File: src/rtl/fetch_pkg.sv
// Shared types and constants for the instruction fetch block.
package fetch_pkg;

    localparam int INSTR_W          = 32;
    localparam int DEFAULT_ADDR_W   = 12;
    localparam int DEFAULT_RESET_PC = 0;

    // RUN issues fetches; FAULT parks the front end after a misaligned redirect.
    typedef enum logic {
        RUN   = 1'b0,
        FAULT = 1'b1
    } fetch_state_t;

    // One buffered instruction together with the PC it was fetched from
    // (sized for the default address width).
    typedef struct packed {
        logic [DEFAULT_ADDR_W-1:0] pc;
        logic [INSTR_W-1:0]        instr;
    } fetch_entry_t;

endpackage

File: src/rtl/fetch_if.sv
// Fetch bus: program-memory port, redirect input, decode handshake and fault
// report. Decode handshake: an instruction transfers in any cycle where
// instr_valid_o and instr_ready_i are both high; instr_valid_o does not wait on
// instr_ready_i, and the head stays stable while valid is high and ready is low,
// unless a redirect flushes it.
interface fetch_if
    import fetch_pkg::*;
#(
    parameter int ADDR_W = DEFAULT_ADDR_W
);
    logic                enable_i;
    logic [ADDR_W-1:0]   imem_addr_o;
    logic [INSTR_W-1:0]  imem_data_i;
    logic                redirect_valid_i;
    logic [ADDR_W-1:0]   redirect_pc_i;
    logic                instr_valid_o;
    logic [INSTR_W-1:0]  instr_o;
    logic [ADDR_W-1:0]   instr_pc_o;
    logic                instr_ready_i;
    logic                fault_o;
    logic [ADDR_W-1:0]   fault_pc_o;
    fetch_state_t        state_dbg_o;

    modport master (
        input  enable_i, imem_data_i, redirect_valid_i, redirect_pc_i, instr_ready_i,
        output imem_addr_o, instr_valid_o, instr_o, instr_pc_o, fault_o, fault_pc_o,
        output state_dbg_o
    );

    modport slave (
        output enable_i, imem_data_i, redirect_valid_i, redirect_pc_i, instr_ready_i,
        input  imem_addr_o, instr_valid_o, instr_o, instr_pc_o, fault_o, fault_pc_o,
        input  state_dbg_o
    );
endinterface

File: src/rtl/fetch_fifo.sv
// Small synchronous FIFO with a registered head. Flush beats push and pop;
// a push into a full FIFO is accepted only when a pop frees a slot that cycle.
module fetch_fifo #(
    parameter int WIDTH = 44,
    parameter int DEPTH = 2
) (
    input  logic             clk_i,
    input  logic             rst_i,
    input  logic             push_i,
    input  logic             pop_i,
    input  logic             flush_i,
    input  logic [WIDTH-1:0] data_i,
    output logic             full_o,
    output logic             empty_o,
    output logic [WIDTH-1:0] head_o
);
    localparam int PTR_W = $clog2(DEPTH);
    localparam int CNT_W = PTR_W + 1;

    logic [WIDTH-1:0] mem_q [DEPTH];
    logic [PTR_W-1:0] wr_ptr_q, wr_ptr_d;
    logic [PTR_W-1:0] rd_ptr_q, rd_ptr_d;
    logic [PTR_W-1:0] rd_nxt;
    logic [CNT_W-1:0] count_q, count_d;
    logic [WIDTH-1:0] head_q, head_d;
    logic             do_push;
    logic             do_pop;

    assign empty_o = (count_q == '0);
    assign full_o  = (count_q == CNT_W'(DEPTH));
    assign head_o  = head_q;
    assign rd_nxt  = rd_ptr_q + PTR_W'(1);
    assign do_pop  = pop_i && !empty_o;
    assign do_push = push_i && (!full_o || do_pop);

    // Next pointers, occupancy and head value.
    always_comb begin
        wr_ptr_d = wr_ptr_q;
        rd_ptr_d = rd_ptr_q;
        count_d  = count_q;
        head_d   = head_q;
        if (flush_i) begin
            wr_ptr_d = '0;
            rd_ptr_d = '0;
            count_d  = '0;
        end else begin
            if (do_push) wr_ptr_d = wr_ptr_q + PTR_W'(1);
            if (do_pop)  rd_ptr_d = rd_nxt;
            case ({do_push, do_pop})
                2'b10:   count_d = count_q + CNT_W'(1);
                2'b01:   count_d = count_q - CNT_W'(1);
                default: count_d = count_q;
            endcase
            // New data becomes the head when nothing older will remain.
            if (do_push && (empty_o || (do_pop && count_q == CNT_W'(1)))) begin
                head_d = data_i;
            end else if (do_pop && count_q > CNT_W'(1)) begin
                head_d = mem_q[rd_nxt];
            end
        end
    end

    // Pointer, count and head registers.
    always_ff @(posedge clk_i or posedge rst_i) begin
        if (rst_i) begin
            wr_ptr_q <= '0;
            rd_ptr_q <= '0;
            count_q  <= '0;
            head_q   <= '0;
        end else begin
            wr_ptr_q <= wr_ptr_d;
            rd_ptr_q <= rd_ptr_d;
            count_q  <= count_d;
            head_q   <= head_d;
        end
    end

    // Storage write; the slot being popped may be reused in the same cycle.
    always_ff @(posedge clk_i) begin
        if (!flush_i && do_push) begin
            mem_q[wr_ptr_q] <= data_i;
        end
    end

endmodule

File: src/rtl/fetch_controller.sv
// Instruction fetch sequencer: owns the PC, drives the program-memory address,
// buffers {pc, word} pairs for decode and handles redirects and misaligned faults.
module fetch_controller
    import fetch_pkg::*;
#(
    parameter int          ADDR_W     = DEFAULT_ADDR_W,
    parameter int unsigned RESET_PC   = DEFAULT_RESET_PC,
    parameter int          FIFO_DEPTH = 2
) (
    input  logic    clk_i,
    input  logic    rst_i,
    fetch_if.master bus
);
    localparam int ENTRY_W = ADDR_W + INSTR_W;

    fetch_state_t       state_q, state_d;
    logic [ADDR_W-1:0]  pc_q, pc_d;
    logic               fault_q, fault_d;
    logic [ADDR_W-1:0]  fault_pc_q, fault_pc_d;

    logic               fifo_full;
    logic               fifo_empty;
    logic [ENTRY_W-1:0] fifo_head;
    logic               redirect_aligned;
    logic               instr_valid;
    logic               pop;
    logic               fetch;

    assign redirect_aligned = (bus.redirect_pc_i[1:0] == 2'b00);
    assign instr_valid      = !fifo_empty && (state_q == RUN);
    assign pop              = instr_valid && bus.instr_ready_i;
    // A fetch may land in a full buffer only when decode frees the head this cycle.
    assign fetch            = (state_q == RUN) && bus.enable_i && !bus.redirect_valid_i
                              && (!fifo_full || pop);

    fetch_fifo #(
        .WIDTH (ENTRY_W),
        .DEPTH (FIFO_DEPTH)
    ) u_fifo (
        .clk_i   (clk_i),
        .rst_i   (rst_i),
        .push_i  (fetch),
        .pop_i   (pop),
        .flush_i (bus.redirect_valid_i),
        .data_i  ({pc_q, bus.imem_data_i}),
        .full_o  (fifo_full),
        .empty_o (fifo_empty),
        .head_o  (fifo_head)
    );

    assign bus.imem_addr_o   = pc_q;
    assign bus.instr_valid_o = instr_valid;
    assign bus.instr_o       = fifo_head[INSTR_W-1:0];
    assign bus.instr_pc_o    = fifo_head[ENTRY_W-1 -: ADDR_W];
    assign bus.fault_o       = fault_q;
    assign bus.fault_pc_o    = fault_pc_q;
    assign bus.state_dbg_o   = state_q;

    // Next state, PC and fault bookkeeping; redirects outrank fetches.
    always_comb begin
        state_d    = state_q;
        pc_d       = pc_q;
        fault_d    = fault_q;
        fault_pc_d = fault_pc_q;
        case (state_q)
            RUN: begin
                if (bus.redirect_valid_i) begin
                    if (redirect_aligned) begin
                        pc_d = bus.redirect_pc_i;
                    end else begin
                        fault_d    = 1'b1;
                        fault_pc_d = bus.redirect_pc_i;
                        state_d    = FAULT;
                    end
                end else if (fetch) begin
                    pc_d = pc_q + ADDR_W'(4);
                end
            end
            FAULT: begin
                if (bus.redirect_valid_i) begin
                    if (redirect_aligned) begin
                        pc_d    = bus.redirect_pc_i;
                        fault_d = 1'b0;
                        state_d = RUN;
                    end else begin
                        fault_pc_d = bus.redirect_pc_i;
                    end
                end
            end
            default: state_d = RUN;
        endcase
    end

    // State, PC and fault registers.
    always_ff @(posedge clk_i or posedge rst_i) begin
        if (rst_i) begin
            state_q    <= RUN;
            pc_q       <= ADDR_W'(RESET_PC);
            fault_q    <= 1'b0;
            fault_pc_q <= '0;
        end else begin
            state_q    <= state_d;
            pc_q       <= pc_d;
            fault_q    <= fault_d;
            fault_pc_q <= fault_pc_d;
        end
    end

endmodule

File: src/flat_wrapper.sv
// flat-port wrapper written by rule: the top's interface ports become plain ports
module fetch_controller_flat import fetch_pkg::*;
#(
    parameter int          ADDR_W     = DEFAULT_ADDR_W,
    parameter int unsigned RESET_PC   = DEFAULT_RESET_PC,
    parameter int          FIFO_DEPTH = 2
)
  (clk_i, rst_i, bus_enable_i, bus_imem_data_i, bus_redirect_valid_i, bus_redirect_pc_i, bus_instr_ready_i, bus_imem_addr_o, bus_instr_valid_o, bus_instr_o, bus_instr_pc_o, bus_fault_o, bus_fault_pc_o, bus_state_dbg_o);
  fetch_if #(.ADDR_W(ADDR_W)) bus_i ();
  input  logic clk_i;
  input  logic rst_i;
  input wire logic [$bits(bus_i.enable_i)-1:0] bus_enable_i;
  input wire logic [$bits(bus_i.imem_data_i)-1:0] bus_imem_data_i;
  input wire logic [$bits(bus_i.redirect_valid_i)-1:0] bus_redirect_valid_i;
  input wire logic [$bits(bus_i.redirect_pc_i)-1:0] bus_redirect_pc_i;
  input wire logic [$bits(bus_i.instr_ready_i)-1:0] bus_instr_ready_i;
  output wire logic [$bits(bus_i.imem_addr_o)-1:0] bus_imem_addr_o;
  output wire logic [$bits(bus_i.instr_valid_o)-1:0] bus_instr_valid_o;
  output wire logic [$bits(bus_i.instr_o)-1:0] bus_instr_o;
  output wire logic [$bits(bus_i.instr_pc_o)-1:0] bus_instr_pc_o;
  output wire logic [$bits(bus_i.fault_o)-1:0] bus_fault_o;
  output wire logic [$bits(bus_i.fault_pc_o)-1:0] bus_fault_pc_o;
  output wire logic [$bits(bus_i.state_dbg_o)-1:0] bus_state_dbg_o;
  assign bus_i.enable_i = bus_enable_i;
  assign bus_i.imem_data_i = bus_imem_data_i;
  assign bus_i.redirect_valid_i = bus_redirect_valid_i;
  assign bus_i.redirect_pc_i = bus_redirect_pc_i;
  assign bus_i.instr_ready_i = bus_instr_ready_i;
  assign bus_imem_addr_o = bus_i.imem_addr_o;
  assign bus_instr_valid_o = bus_i.instr_valid_o;
  assign bus_instr_o = bus_i.instr_o;
  assign bus_instr_pc_o = bus_i.instr_pc_o;
  assign bus_fault_o = bus_i.fault_o;
  assign bus_fault_pc_o = bus_i.fault_pc_o;
  assign bus_state_dbg_o = bus_i.state_dbg_o;
  fetch_controller #(.ADDR_W(ADDR_W), .RESET_PC(RESET_PC), .FIFO_DEPTH(FIFO_DEPTH)) u_core (.clk_i(clk_i), .rst_i(rst_i), .bus(bus_i));
endmodule
File: config.mk
export PLATFORM = sky130hd
export DESIGN_NAME = fetch_controller_flat
export DESIGN_NICKNAME = d
export VERILOG_FILES = /design/src/rtl/fetch_pkg.sv /design/src/rtl/fetch_if.sv /design/src/rtl/fetch_fifo.sv /design/src/rtl/fetch_controller.sv /design/src/flat_wrapper.sv
export SDC_FILE = /design/constraint.sdc
export NUM_CORES = 1
export LEC_CHECK = 0
export ABC_AREA = 1
export CAP_MARGIN = 20
export CORE_MARGIN = 1
export CORE_UTILIZATION = 53
export DETAILED_ROUTE_END_ITERATION = 6
export HOLD_SLACK_MARGIN = 0.12
export PLACE_DENSITY = 0.82
export SETUP_SLACK_MARGIN = 0.1
export SYNTH_ARGS = -nofsm -noshare
export SYNTH_HDL_FRONTEND = slang
export SYNTH_SLANG_ARGS = --single-unit
File: constraint.sdc
create_clock -name clk_i -period 4.6 [get_ports clk_i]
set_input_delay 0.46 -clock clk_i [delete_from_list [all_inputs] [get_ports clk_i]]
set_output_delay 0.46 -clock clk_i [all_outputs]
set_load 0.05 [all_outputs]
# ---- Word level (Yosys, flattened, before mapping)
# Memories as Yosys holds them, arrays and structs flattened.
# Index checks and enable logic that the tools add are counted.
dict set report word_totals {
  n_memories 1
  latchBits 0
  ramBits 88
  regBits 74
  wordCells 80
  in_bits 49
  romBits 0
  output_inout_bits 71
}
# name words width read_ports rd_ports_with_merged_regs wr line_no
set memory_table {}
lappend memory_table {u_core.u_fifo.mem_q 2 44 1 0 1 fetch_fifo.sv:20} ;# logic [WIDTH-1:0] mem_q [DEPTH];
dict set report classes {
  n_eq_ne 9
  n_mux 26
  magnitude_cmp 1
  reduce_logical 27
  bitwise 3
  shift 0
  add_sub_neg 5
  div_mod_pow 0
  multipliers 0
}
# cell n
set op_table {}
lappend op_table {{2-to-1 mux 44 bit} 2}
lappend op_table {{2-to-1 mux 12 bit} 6}
lappend op_table {{one-hot mux 12 bit (2 select lines)} 1}
lappend op_table {{2-to-1 mux 1 bit} 13}
lappend op_table {{adder 12 x 3 -> 12 bit, second input constant} 1}
lappend op_table {{logical AND 1 bit} 11}
lappend op_table {{inequality test 2 bit, second input constant} 4}
lappend op_table {{AND reduction 2 bit} 3}
lappend op_table {{nonzero test 2 bit} 3}
lappend op_table {{equality test 2 x 1 -> 1 bit, second input constant} 2}
lappend op_table {{equality test 2 bit, second input constant} 2}
lappend op_table {{zero test 2 bit} 2}
lappend op_table {{one-hot mux 1 bit (2 select lines)} 2}
lappend op_table {{one-hot mux 2 bit (2 select lines)} 1}
lappend op_table {{AND reduction 4 bit} 1}
lappend op_table {{zero test 1 bit} 3}
lappend op_table {{logical OR 1 bit} 3}
lappend op_table {{inequality test 3 bit, second input constant} 1}
lappend op_table {{NOT 1 bit} 3}
lappend op_table {{nonzero test 3 bit} 1}
lappend op_table {{adder 1 bit, second input constant} 2}
lappend op_table {{adder 2 x 1 -> 2 bit, second input constant} 1}
lappend op_table {{> comparator 2 x 1 -> 1 bit, second input constant} 1}
lappend op_table {{2-to-1 mux 2 bit} 1}
lappend op_table {{subtractor 2 x 1 -> 2 bit, second input constant} 1}

# ---- Longest topological paths before layout
# Gate-level depths: netlist of run 1.
dict set report depth {
  word_depth 10
  ltp_mapped 12
  ltp_nobuf 11
}

# ---- Cells and area by module
# A second synthesis of run 1 with hierarchy kept.
dict set report hier_totals {
  cells_unflattened 807
  hier_area_um2 7303.3
}
# mod cells_per_inst seq_area_each_um2 area_each_um2 instances
set by_module_without_submodules {}
lappend by_module_without_submodules {fetch_fifo 609 3843.7 5858.1 1}
lappend by_module_without_submodules {fetch_controller 198 650.6 1445.1 1}

# ---- Least setup slack after synthesis of run 1
# No wires, ideal clock.
dict set report synth_path {
  path_type {flip-flop to flip-flop}
  start {register with a tool-made name}
  end {memory u_core.u_fifo.mem_q[0][0] (enable)}
  n_path_buf 0
  setup_slack_ps 920
  required_ps 4153
  setup_time_ps 447
  arrival_time_ps 3234
  path_stages_with_launch 6
  synth_period_minus_slack_ps 3680
  cell_sequence {dfrtp_1 nor2_4 nand2_2 nand2_2 nand2_2 nor2_1}
}
# item line_no
set synth_rtl {}
lappend synth_rtl {{to (decl)} fetch_fifo.sv:20}

# ---- Worst setup path after layout of run 1
dict set report layout_path {
  start {register u_core.u_fifo.count_q[0]}
  end {register u_core.u_fifo.head_q[20], in the netlist u_core.u_fifo.head_o[20]}
}
dict set report layout_between {
  elab_chain_len 10
  word_cells_on_any_way 20
  classes_between {1 x order compare; 2 x eq/ne; 1 x mux; 16 x reduce/logical}
}
# item line_no
set layout_lines {}
lappend layout_lines {{from (decl)} fetch_fifo.sv:24} ;# logic [CNT_W-1:0] count_q, count_d;
lappend layout_lines {{from (signal assigned)} fetch_fifo.sv:73} ;# count_q <= count_d;
lappend layout_lines {{zero test 2 bit} fetch_fifo.sv:29} ;# assign empty_o = (count_q == '0);
lappend layout_lines {{zero test 1 bit} {fetch_fifo.sv:33, fetch_controller.sv:30}}
lappend layout_lines {{logical AND 1 bit} fetch_controller.sv:30} ;# assign instr_valid = !fifo_empty && (state_q == RUN);
lappend layout_lines {{logical AND 1 bit} fetch_controller.sv:31} ;# assign pop = instr_valid && bus.instr_ready_i;
lappend layout_lines {{logical OR 1 bit / logical AND 1 bit (equally long branches)} {fetch_controller.sv:34, fetch_fifo.sv:33}}
lappend layout_lines {{logical AND 1 bit, or another cell as far along} fetch_controller.sv:34} ;# && (!fifo_full || pop);
lappend layout_lines {{logical AND 1 bit / logical OR 1 bit (equally long branches)} {fetch_fifo.sv:34, fetch_fifo.sv:55}}
lappend layout_lines {{logical AND 1 bit} fetch_fifo.sv:55} ;# if (do_push && (empty_o || (do_pop && count_q == CNT_W'(1)))) begin
lappend layout_lines {{nonzero test 2 bit (no source line)} n/a}
lappend layout_lines {{AND reduction 2 bit (no source line)} n/a}
lappend layout_lines {{to (signal assigned)} fetch_fifo.sv:69} ;# head_q <= '0;
lappend layout_lines {{to (signal assigned)} fetch_fifo.sv:74} ;# head_q <= head_d;
lappend layout_lines {{to (decl)} fetch_fifo.sv:25} ;# logic [WIDTH-1:0] head_q, head_d;
# Several ways; a longest one is shown, not always the timed one.
# A chain may end at the register's enable or synchronous reset.

==> results of run 1 <==
## cells in the mapped netlist (3+ instances only)
library cell and count:
buf_1 4, o21ai_0 18, inv_1 28, nor2_1 20
ha_1 4, nand3_1 63, inv_2 3, nand4_1 4
nand2_2 4, dfrtp_1 74, clkbuf_1 16, a21oi_1 4
nand2_1 422, edfxtp_1 88, o211ai_1 5, buf_6 4
buf_2 10
## layout make-up
class | instances | area share, %
flip-flops and latches | 162 | 49.24
multi-input cells | 553 | 25.48
repair buffers | 127 | 14.14
clock buffers | 19 | 4.961
clock inverters | 13 | 2.535
well taps | 172 | 2.357
inverters | 31 | 1.288
## through the flow
step	instances	setup slack (ns)	hold WS [ns]
global placement	1043	1.667	0.4625
floorplan	780	0.9198	0.5239
detailed placement	1043	1.562	0.4619
CTS	1075	1.744	0.4824
finish	1077	1.881	0.2188
global route	1077	1.602	0.2336
## per-layer routing
layer / wire length, µm / up-vias / track usage, % / part of all wire (%)
met1: 6932 / 2543 / 31.76 / 45
met5: 0 / - / 0 / 0
met3: 910 / 23 / 5.572 / 5.9
li1: - / 2739 / - / -
met4: 285 / 0 / 9.696 / 1.8
met2: 7379 / 201 / 37.76 / 48
## cell families after synthesis
| kind of cell | after synthesis | share of synthesized area, % |
|---|---|---|
| DFF | 162 | 63.40 |
| buffers and inverters | 65 | 4.042 |
| adders and majority gates | 4 | 0.7060 |
| AOI/OAI and AO/OA | 33 | 2.807 |
| and+or+nand+nor | 516 | 29.05 |
## path summary, 6_finish.rpt
kind                                            end                startpoint  slack, ns  cells after the start
max                        u_core.u_fifo.head_o[20]  u_core.u_fifo.count_q[0]       1.88                     11
min                        u_core.u_fifo.head_o[20]                     rst_i       0.22                      2
max in group asynchronous    u_core.u_fifo.rd_ptr_q                     rst_i       3.90                      3
min reg2reg                 u_core.u_fifo.head_o[8]   u_core.u_fifo.head_o[8]       0.48                      2
max reg2reg                u_core.u_fifo.head_o[20]  u_core.u_fifo.count_q[0]       1.88                     11
min in group clk_i          u_core.u_fifo.head_o[8]   u_core.u_fifo.head_o[8]       0.48                      2
## worst reg2reg max path, delay by kind of cell (launching register included)
kind	cells	cell delay [ns]
buffers and inverters	2	0.52
flip-flops	1	0.37
adder cells (fa/ha/maj)	1	0.24
AND/OR/NAND/NOR	8	1.47
## flip-flops by register name (all words and copies together), names as in the netlist, named ones only
register                flops
u_core.bus.fault_pc_o      12
u_core.u_fifo.count_q       2
u_core.u_fifo.mem_q        88
u_core.u_fifo.wr_ptr_q      1
u_core.u_fifo.rd_ptr_q      1
u_core.u_fifo.head_o       44
u_core.bus.imem_addr_o     12
u_core.bus.fault_o          1
## power breakdown
part	total (mW)	switching (mW)	internal [mW]
logic	1.71	1.17	0.538
registers	1.94	0.173	1.77
clock network	1.60	0.553	1.05
==> impl_metrics.json, run 1 <==
{
  "seq_area_frac_synth_pct": 63.40,
  "crit_top_cell": "nand2_1",
  "insertedDiodeCount": 0,
  "syn_area_mm2": 0.007089,
  "setup.worst_path.end_class": "register",
  "nets": 945,
  "grt_pass1_wl_um": 25700,
  "final_cell_area_mm2": 0.009130,
  "die_w_um": 117.7,
  "final_cell_mix": "421 x nand2_1, 119 x clkdlybuf4s50_1, 88 x edfxtp_1",
  "async_flop_share_pct": 45.68,
  "io_pins": 120,
  "ys_ff_latch": 162,
  "worstPathRequired_ns": 4.91,
  "cts.hold.buffers_added": 0,
  "dp_hpwl_um": 9190,
  "vias": 5506,
  "drtIter0Drc": 429,
  "drv_cap": 0,
  "finalHoldViolations": 0,
  "fin_setup_tns_ns": 0,
  "syn_area_per_cell_um2": 9.089,
  "synthFlopType": "edfxtp_1",
  "tritoncts": "done",
  "start_util_pct": 55.28,
  "num_rows": 41,
  "cp_top_family": "simple AND/OR/NAND/NOR gates",
  "synthTopCellsByArea": "edfxtp_1 37%, dfrtp_1 26%, nand2_1 22%, nand3_1 4.4%, inv_1 1.5%",
  "ant_nets": 0,
  "tightestPinTransition_ns": 0.8939,
  "final_common_cell": "nand2_1",
  "fmax_mhz": 367.8,
  "drive_gt1_share_pct": 6.077,
  "path_class": "register to register",
  "netlist_instances": 780,
  "numCtsBuffers": 17,
  "cp_max_fo": 45,
  "core_area_mm2": 0.01282,
  "dieHeight_um": 117.7,
  "drt-total-wl_um": 15510,
  "rsz0062_at_grt": "no",
  "post_cts_buffers": 0,
  "ir_drop_mv": 0.3220,
  "max_stage_delay_ns": 0.51,
  "antenna_found_initial": 0,
  "clockBufferDepth": 2,
  "ctsRootBufferMaster": "clkbuf_16",
  "fin_crit_sh_pct": 59.11,
  "slowest_stage": "nand2_2",
  "slew_headroom_pct": 40.19,
  "clk_latency_ns": 0.43,
  "ys_types": 26,
  "grt_pass1_vias": 5213,
  "period_minus_slack_ns": 2.719,
  "synth_edf_count": 88,
  "avgViaCountPerCell": 5.112,
  "clock_sinks": 162,
  "fin_skew_ns": 0.004798,
  "multi_input_comb_area_mm2": 0.002326,
  "grt_max_degree": 55,
  "die-area_mm2": 0.01384,
  "drtPass1Iterations": 5,
  "fillers": 891,
  "p_per_area_mw_per_mm2": 574.9,
  "path_clk_slew_ns": 0.06,
  "hold_path_class": "input pin to async pin",
  "finalCoreUtilization_pct": 71.19,
  "drcViolationCount": 0,
  "crit_buf_inv": 2,
  "placed_cell_area_mm2": 0.008391,
  "cp.arrival_ns": 3.03,
  "worst_setup_path_start_kind": "register",
  "gp_congestion": 0.8237,
  "cts_resized": 0,
  "p_leak_nw": 4.138,
  "h-tree-depth": 4,
  "synth_top_cell_area_share_pct": 37.27,
  "grt-ovfl-total": 0,
  "track_usage_pct": 23.84,
  "setup_viol_count_final": 0,
  "io_buffers": 119,
  "status": "finished clean",
  "synthToLayoutAreaGrowth_pct": 28.79,
  "drv_slew": 0,
  "seqCellArea_mm2": 0.004496,
  "ys_warn_count": 0,
  "wl_per_cell_um": 14.40,
  "synthesis.nets": 833,
  "synth_top_area_cell": "edfxtp_1",
  "power_mw": 5.249,
  "path_cells": "inv_1 > ha_1 > nor2_4 > nand3_1 > nand2_2 > buf_4 > nand3_4 > nand2_1 > nand2_2 > nand2_1 > nand2_1"
}
Note: power is estimated with default switching activity, not from simulation.
==> run 2, diff against run 1 <==
- clock period: 4.6 -> 2.6 ns (I/O delays scaled with it)
==> run 2 against run 1 <==
Worst hold slack gained 0.049 ns. Final cell count increased by 0.46%. Clock skew is 0.0030 ns higher. Global-route usage fell by 0.28 points. Combinational power up 78%. Sequential share of layout area is 0.56 points higher.
==> impl_metrics.json, run 2 (synthesis gave the netlist of run 1 again) <==
{
  "io_pins": 120,
  "fin_crit_sh_pct": 89.11,
  "clock_sinks": 162,
  "crit_buf_inv": 2,
  "dieHeight_um": 117.7,
  "num_rows": 41,
  "status": "finished clean",
  "p_per_area_mw_per_mm2": 969.5,
  "core_area_mm2": 0.01282,
  "tightestPinTransition_ns": 0.8222,
  "grt_pass1_vias": 5213,
  "multi_input_comb_area_mm2": 0.002326,
  "io_buffers": 119,
  "cp.arrival_ns": 2.06,
  "drv_slew": 0,
  "power_mw": 8.752,
  "ctsRootBufferMaster": "clkbuf_16",
  "setup.worst_path.end_class": "output port",
  "wl_per_cell_um": 14.20,
  "finalHoldViolations": 0,
  "setup_viol_count_final": 0,
  "numCtsBuffers": 17,
  "slowest_stage": "clkdlybuf4s50_1",
  "cp_top_family": "buffers and inverters",
  "path_clk_slew_ns": 0.06,
  "fin_skew_ns": 0.007839,
  "nets": 950,
  "fin_cells": 1082,
  "path_class": "register to output port",
  "cp_max_fo": 3,
  "drt-total-wl_um": 15360,
  "insertedDiodeCount": 0,
  "fillers": 967,
  "die-area_mm2": 0.01384,
  "ir_drop_mv": 0.7874,
  "worst_setup_path_start_kind": "register",
  "slew_headroom_pct": 45.11,
  "die_w_um": 117.7,
  "rsz0062_at_grt": "no",
  "antenna_found_initial": 0,
  "finalCoreUtilization_pct": 70.39,
  "max_stage_delay_ns": 0.81,
  "drcViolationCount": 0,
  "start_util_pct": 55.28,
  "path_cells": "inv_1 > ha_1 > nor2_4 > clkdlybuf4s50_1",
  "drive_gt1_share_pct": 5.934,
  "grt_max_degree": 47,
  "avgViaCountPerCell": 5.036,
  "drtPass1Iterations": 5,
  "synthToLayoutAreaGrowth_pct": 27.34,
  "regMostFlops": "u_core.u_fifo.mem_q",
  "ant_nets": 0,
  "final_cell_mix": "421 x nand2_1, 119 x clkdlybuf4s50_1, 88 x edfxtp_1",
  "largest_reg_flops": 88,
  "drv_cap": 0,
  "tritoncts": "done",
  "grt_pass1_wl_um": 25680,
  "whs_ns": 0.2675,
  "vias": 5449,
  "cts_resized": 0,
  "worstPathRequired_ns": 2.34,
  "grt-ovfl-total": 0,
  "gp_congestion": 0.8351,
  "period_minus_slack_ns": 2.317,
  "h-tree-depth": 4,
  "final_common_cell": "nand2_1",
  "post_cts_buffers": 0,
  "fin_setup_tns_ns": 0,
  "clockBufferDepth": 2,
  "cts.hold.buffers_added": 0,
  "clk_latency_ns": 0.42,
  "seqCellArea_mm2": 0.004496,
  "p_leak_nw": 4.096,
  "dp_hpwl_um": 9367,
  "fmax_mhz": 431.6,
  "place_inst": 1050,
  "track_usage_pct": 23.56,
  "drtIter0Drc": 445,
  "hold_path_class": "input pin to async pin"
}
[run 2: worst min-delay path: stages]
cell             delay (ns)
clkdlybuf4s50_1        0.42
clkinv_2               0.06
buf_4                  0.39
[run 2: per-stage QoR]
step	setup slack, ns	area, µm²
floorplan	-0.3430	7094
global placement	0.4737	8493
detailed placement	0.4411	8493
CTS	0.2641	9027
global route	0.1887	9027
finish	0.2831	9027
[run 2: layer usage]
layer	wire length (µm)	global-route usage, %	vias to the layer above
li1	-	-	2751
met1	6955	31.51	2506
met2	7425	38.31	179
met3	815	4.893	13
met4	163	8.093	0
met5	0	0	-
[run 2: report_power, final]
group / internal [mW] / leakage, nW / switching, mW
clock: 1.36 / 0.266 / 0.921
sequential: 3.13 / 1.73 / 0.299
combinational: 0.959 / 2.10 / 2.09
[run 2: layout make-up]
type / instances / share of cell area (%)
Clock inverter: 7 / 0.6514
Multi-Input combinational cell: 553 / 25.77
Timing Repair Buffer: 132 / 14.83
Tap cell: 172 / 2.384
Sequential cell: 162 / 49.80
Clock buffer: 25 / 5.267
Inverter: 31 / 1.303
[run 2: path summary, 6_finish.rpt]
path	cells after the start	endpoint	slack (ns)	startpoint
min in group clk_i	3	u_core.bus.fault_pc_o[1]	0.41	bus_redirect_pc_i[1]
setup reg to reg	8	u_core.u_fifo.mem_q[0][15]	0.50	u_core.u_fifo.count_q[0]
setup / recovery	4	bus_instr_valid_o	0.28	u_core.u_fifo.count_q[0]
hold / removal	3	u_core.u_fifo.head_o[20]	0.27	rst_i
max in group asynchronous	3	u_core.bus.imem_addr_o[4]	1.95	rst_i
hold reg to reg	2	u_core.u_fifo.head_o[4]	0.47	u_core.u_fifo.head_o[4]
==> run 3, diff against run 2 <==
- CORE_UTILIZATION: 53 -> 48
- PLACE_DENSITY: 0.82 -> 0.78
- REMOVE_ABC_BUFFERS: unset -> 1
- SKIP_LAST_GASP: unset -> 1
- clock period: 2.6 -> 1.9 ns (I/O delays scaled with it)
==> run 3 against run 2 <==
Clock skew is essentially flat. Sequential power grew 36%. Non-clock buffer count grew 41. Largest cell class unchanged. Register-to-register slack lost 0.46 ns. Utilization shrank 1.4 points. Worst setup slack lost 0.25 ns. Critical path type is now register to register. Total power grew 47%. Largest power group unchanged. Combinational power grew 45%. Clock-buffer cell count shrank 7. First-iteration DRC count grew 7.2%. Design area grew 11%.
==> impl_metrics.json, run 3 (synthesis gave the netlist of run 1 again) <==
{
  "setup.worst_path.end_class": "register",
  "clk_latency_ns": 0.42,
  "grt_pass1_vias": 5222,
  "seqPwrFrac_pct": 36.4,
  "start_util_pct": 48.96,
  "synthToLayoutAreaGrowth_pct": 40.89,
  "die_w_um": 123.5,
  "internal_power_mw": 8.037,
  "status": "finished clean",
  "avgViaCountPerCell": 5.229,
  "dieHeight_um": 123.5,
  "fin_crit_sh_pct": 98.02,
  "swShare_pct": 37.40,
  "power_mw": 12.84,
  "path_clk_slew_ns": 0.06,
  "h-tree-depth": 4,
  "finalHoldViolations": 0,
  "final_cell_mix": "406 x nand2_1, 88 x edfxtp_1, 72 x dfrtp_1",
  "num_rows": 44,
  "slew_headroom_pct": 64.06,
  "wl_per_cell_um": 17.14,
  "placed_cell_area_mm2": 0.008696,
  "fmax_mhz": 537.0,
  "tritoncts": "done",
  "path_class": "register to register",
  "fin_setup_tns_ns": 0,
  "final_cell_area_mm2": 0.009988,
  "antenna_found_initial": 0,
  "drtPass1Iterations": 5,
  "ctsRootBufferMaster": "clkbuf_16",
  "p_leak_nw": 5.104,
  "drtIter0Drc": 477,
  "numCtsBuffers": 17,
  "io_pins": 120,
  "tightestPinTransition_ns": 0.5382,
  "p_per_area_mw_per_mm2": 1285,
  "drv_cap": 0,
  "netSwitchingPower_mw": 4.801,
  "drt-total-wl_um": 19460,
  "core_area_mm2": 0.01448,
  "largest_reg_flops": 88,
  "dp_hpwl_um": 9991,
  "drcViolationCount": 0,
  "die-area_mm2": 0.01526,
  "grt_pass1_wl_um": 26120,
  "nets": 991,
  "clock_sinks": 162,
  "fin_skew_ns": 0.007682,
  "vias": 5935,
  "regMostFlops": "u_core.u_fifo.mem_q",
  "cp_max_fo": 7,
  "whs_ns": 0.3398,
  "p_clk_share_pct": 29.2,
  "drv_slew": 0,
  "worst_setup_path_start_kind": "register",
  "io_buffers": 119,
  "ant_nets": 0,
  "power.share.combinational_pct": 34.4,
  "grt-ovfl-total": 0,
  "drive_gt1_share_pct": 13.67,
  "clockBufferDepth": 2,
  "period_minus_slack_ns": 1.862,
  "track_usage_pct": 22.91,
  "hold_path_class": "input pin to register",
  "insertedDiodeCount": 0,
  "setup_viol_count_final": 0,
  "grt_max_degree": 45,
  "rsz0062_at_grt": "yes",
  "worstPathRequired_ns": 2.26,
  "cp.arrival_ns": 2.22,
  "ir_drop_mv": 0.6398,
  "final_common_cell": "nand2_1",
  "gp_congestion": 0.7605
}
## run 3: changes by cell type in the layout (fill, tap and decap cells not counted), moves of 5 or more
cell / before / now
nand2_2: 5 / 12
nand2_1: 421 / 406
dlygate4sd2_1: 0 / 14
buf_12: 4 / 12
buf_6: 0 / 7
dlymetal6s2s_1: 0 / 41
buf_4: 9 / 30
nand2_4: 0 / 5
clkbuf_1: 6 / 0
clkdlybuf4s50_1: 119 / 56
clkbuf_16: 17 / 26
## run 3: through the flow
step	setup WS, ns	instances	utilization, %
floorplan	-1.780	746	-
global placement	0.1008	1078	60.06
detailed placement	0.03650	1078	60.06
CTS	0.1019	1115	64.97
global route	-0.05535	1135	68.99
finish	0.03767	1135	68.99
## run 3: critical path, stage by stage, from the launching register on
cell	delay, ns
dfrtp_1	0.37
inv_2	0.08
ha_4	0.17
nor2_4	0.16
nand3_2	0.11
nand2_4	0.12
nand3_4	0.13
a21oi_4	0.20
buf_12	0.17
clkbuf_16	0.17
nand2_1	0.06
nand2_1	0.06
## run 3: cell type report
type,instances,area (µm²)
fill,1049,4491
clock buffer,18,439.2
multi-input combinational,553,2457
timing repair buffer,173,2033
tap,184,230.2
inverter,31,120.1
sequential,162,4497
clock inverter,14,211.5
## run 3: final timing paths
path / startpoint / to / slack [ns] / depth (start not counted)
setup / recovery: u_core.u_fifo.count_q[1] / u_core.u_fifo.head_o[9] / 0.04 / 11
hold / removal: bus_redirect_pc_i[5] / u_core.bus.fault_pc_o[5] / 0.34 / 3
setup reg to reg: u_core.u_fifo.count_q[1] / u_core.u_fifo.head_o[9] / 0.04 / 11
hold reg to reg: u_core.u_fifo.head_o[24] / u_core.u_fifo.head_o[24] / 0.47 / 2
max in group asynchronous: rst_i / async pin / 0.75 / 4
min in group asynchronous: rst_i / u_core.bus.fault_pc_o[0] / 0.64 / 3
## run 3: timing repair
action / 4_1_cts / 5_1_grt
pin swaps: 1 / 13
cloned: 1 / 13
endpoints found under the hold margin: 19 / 0
endpoints found under the setup margin: 140 / 163
hold buffers: 1 / 0
buffers inserted: 3 / 7
gates resized for setup: 17 / 82
## run 3: metal layers
layer	vias to the layer above	global-route usage, %	routed length (µm)
li1	2835	-	-
met1	2789	29.98	7700
met2	273	37.67	9764
met3	38	5.489	1529
met4	0	7.229	461
met5	-	0	0
## run 3: power groups by stage
stage          registers, mW  logic (mW)  clock network, mW
2_1_floorplan           6.42       0.958                  0
3_3_place_gp            4.71        4.23                  0
3_5_place_dp            4.73        4.27                  0
4_1_cts                 4.67        4.24               3.76
5_1_grt                 4.73        4.71               3.94
6_report                4.67        4.42               3.75
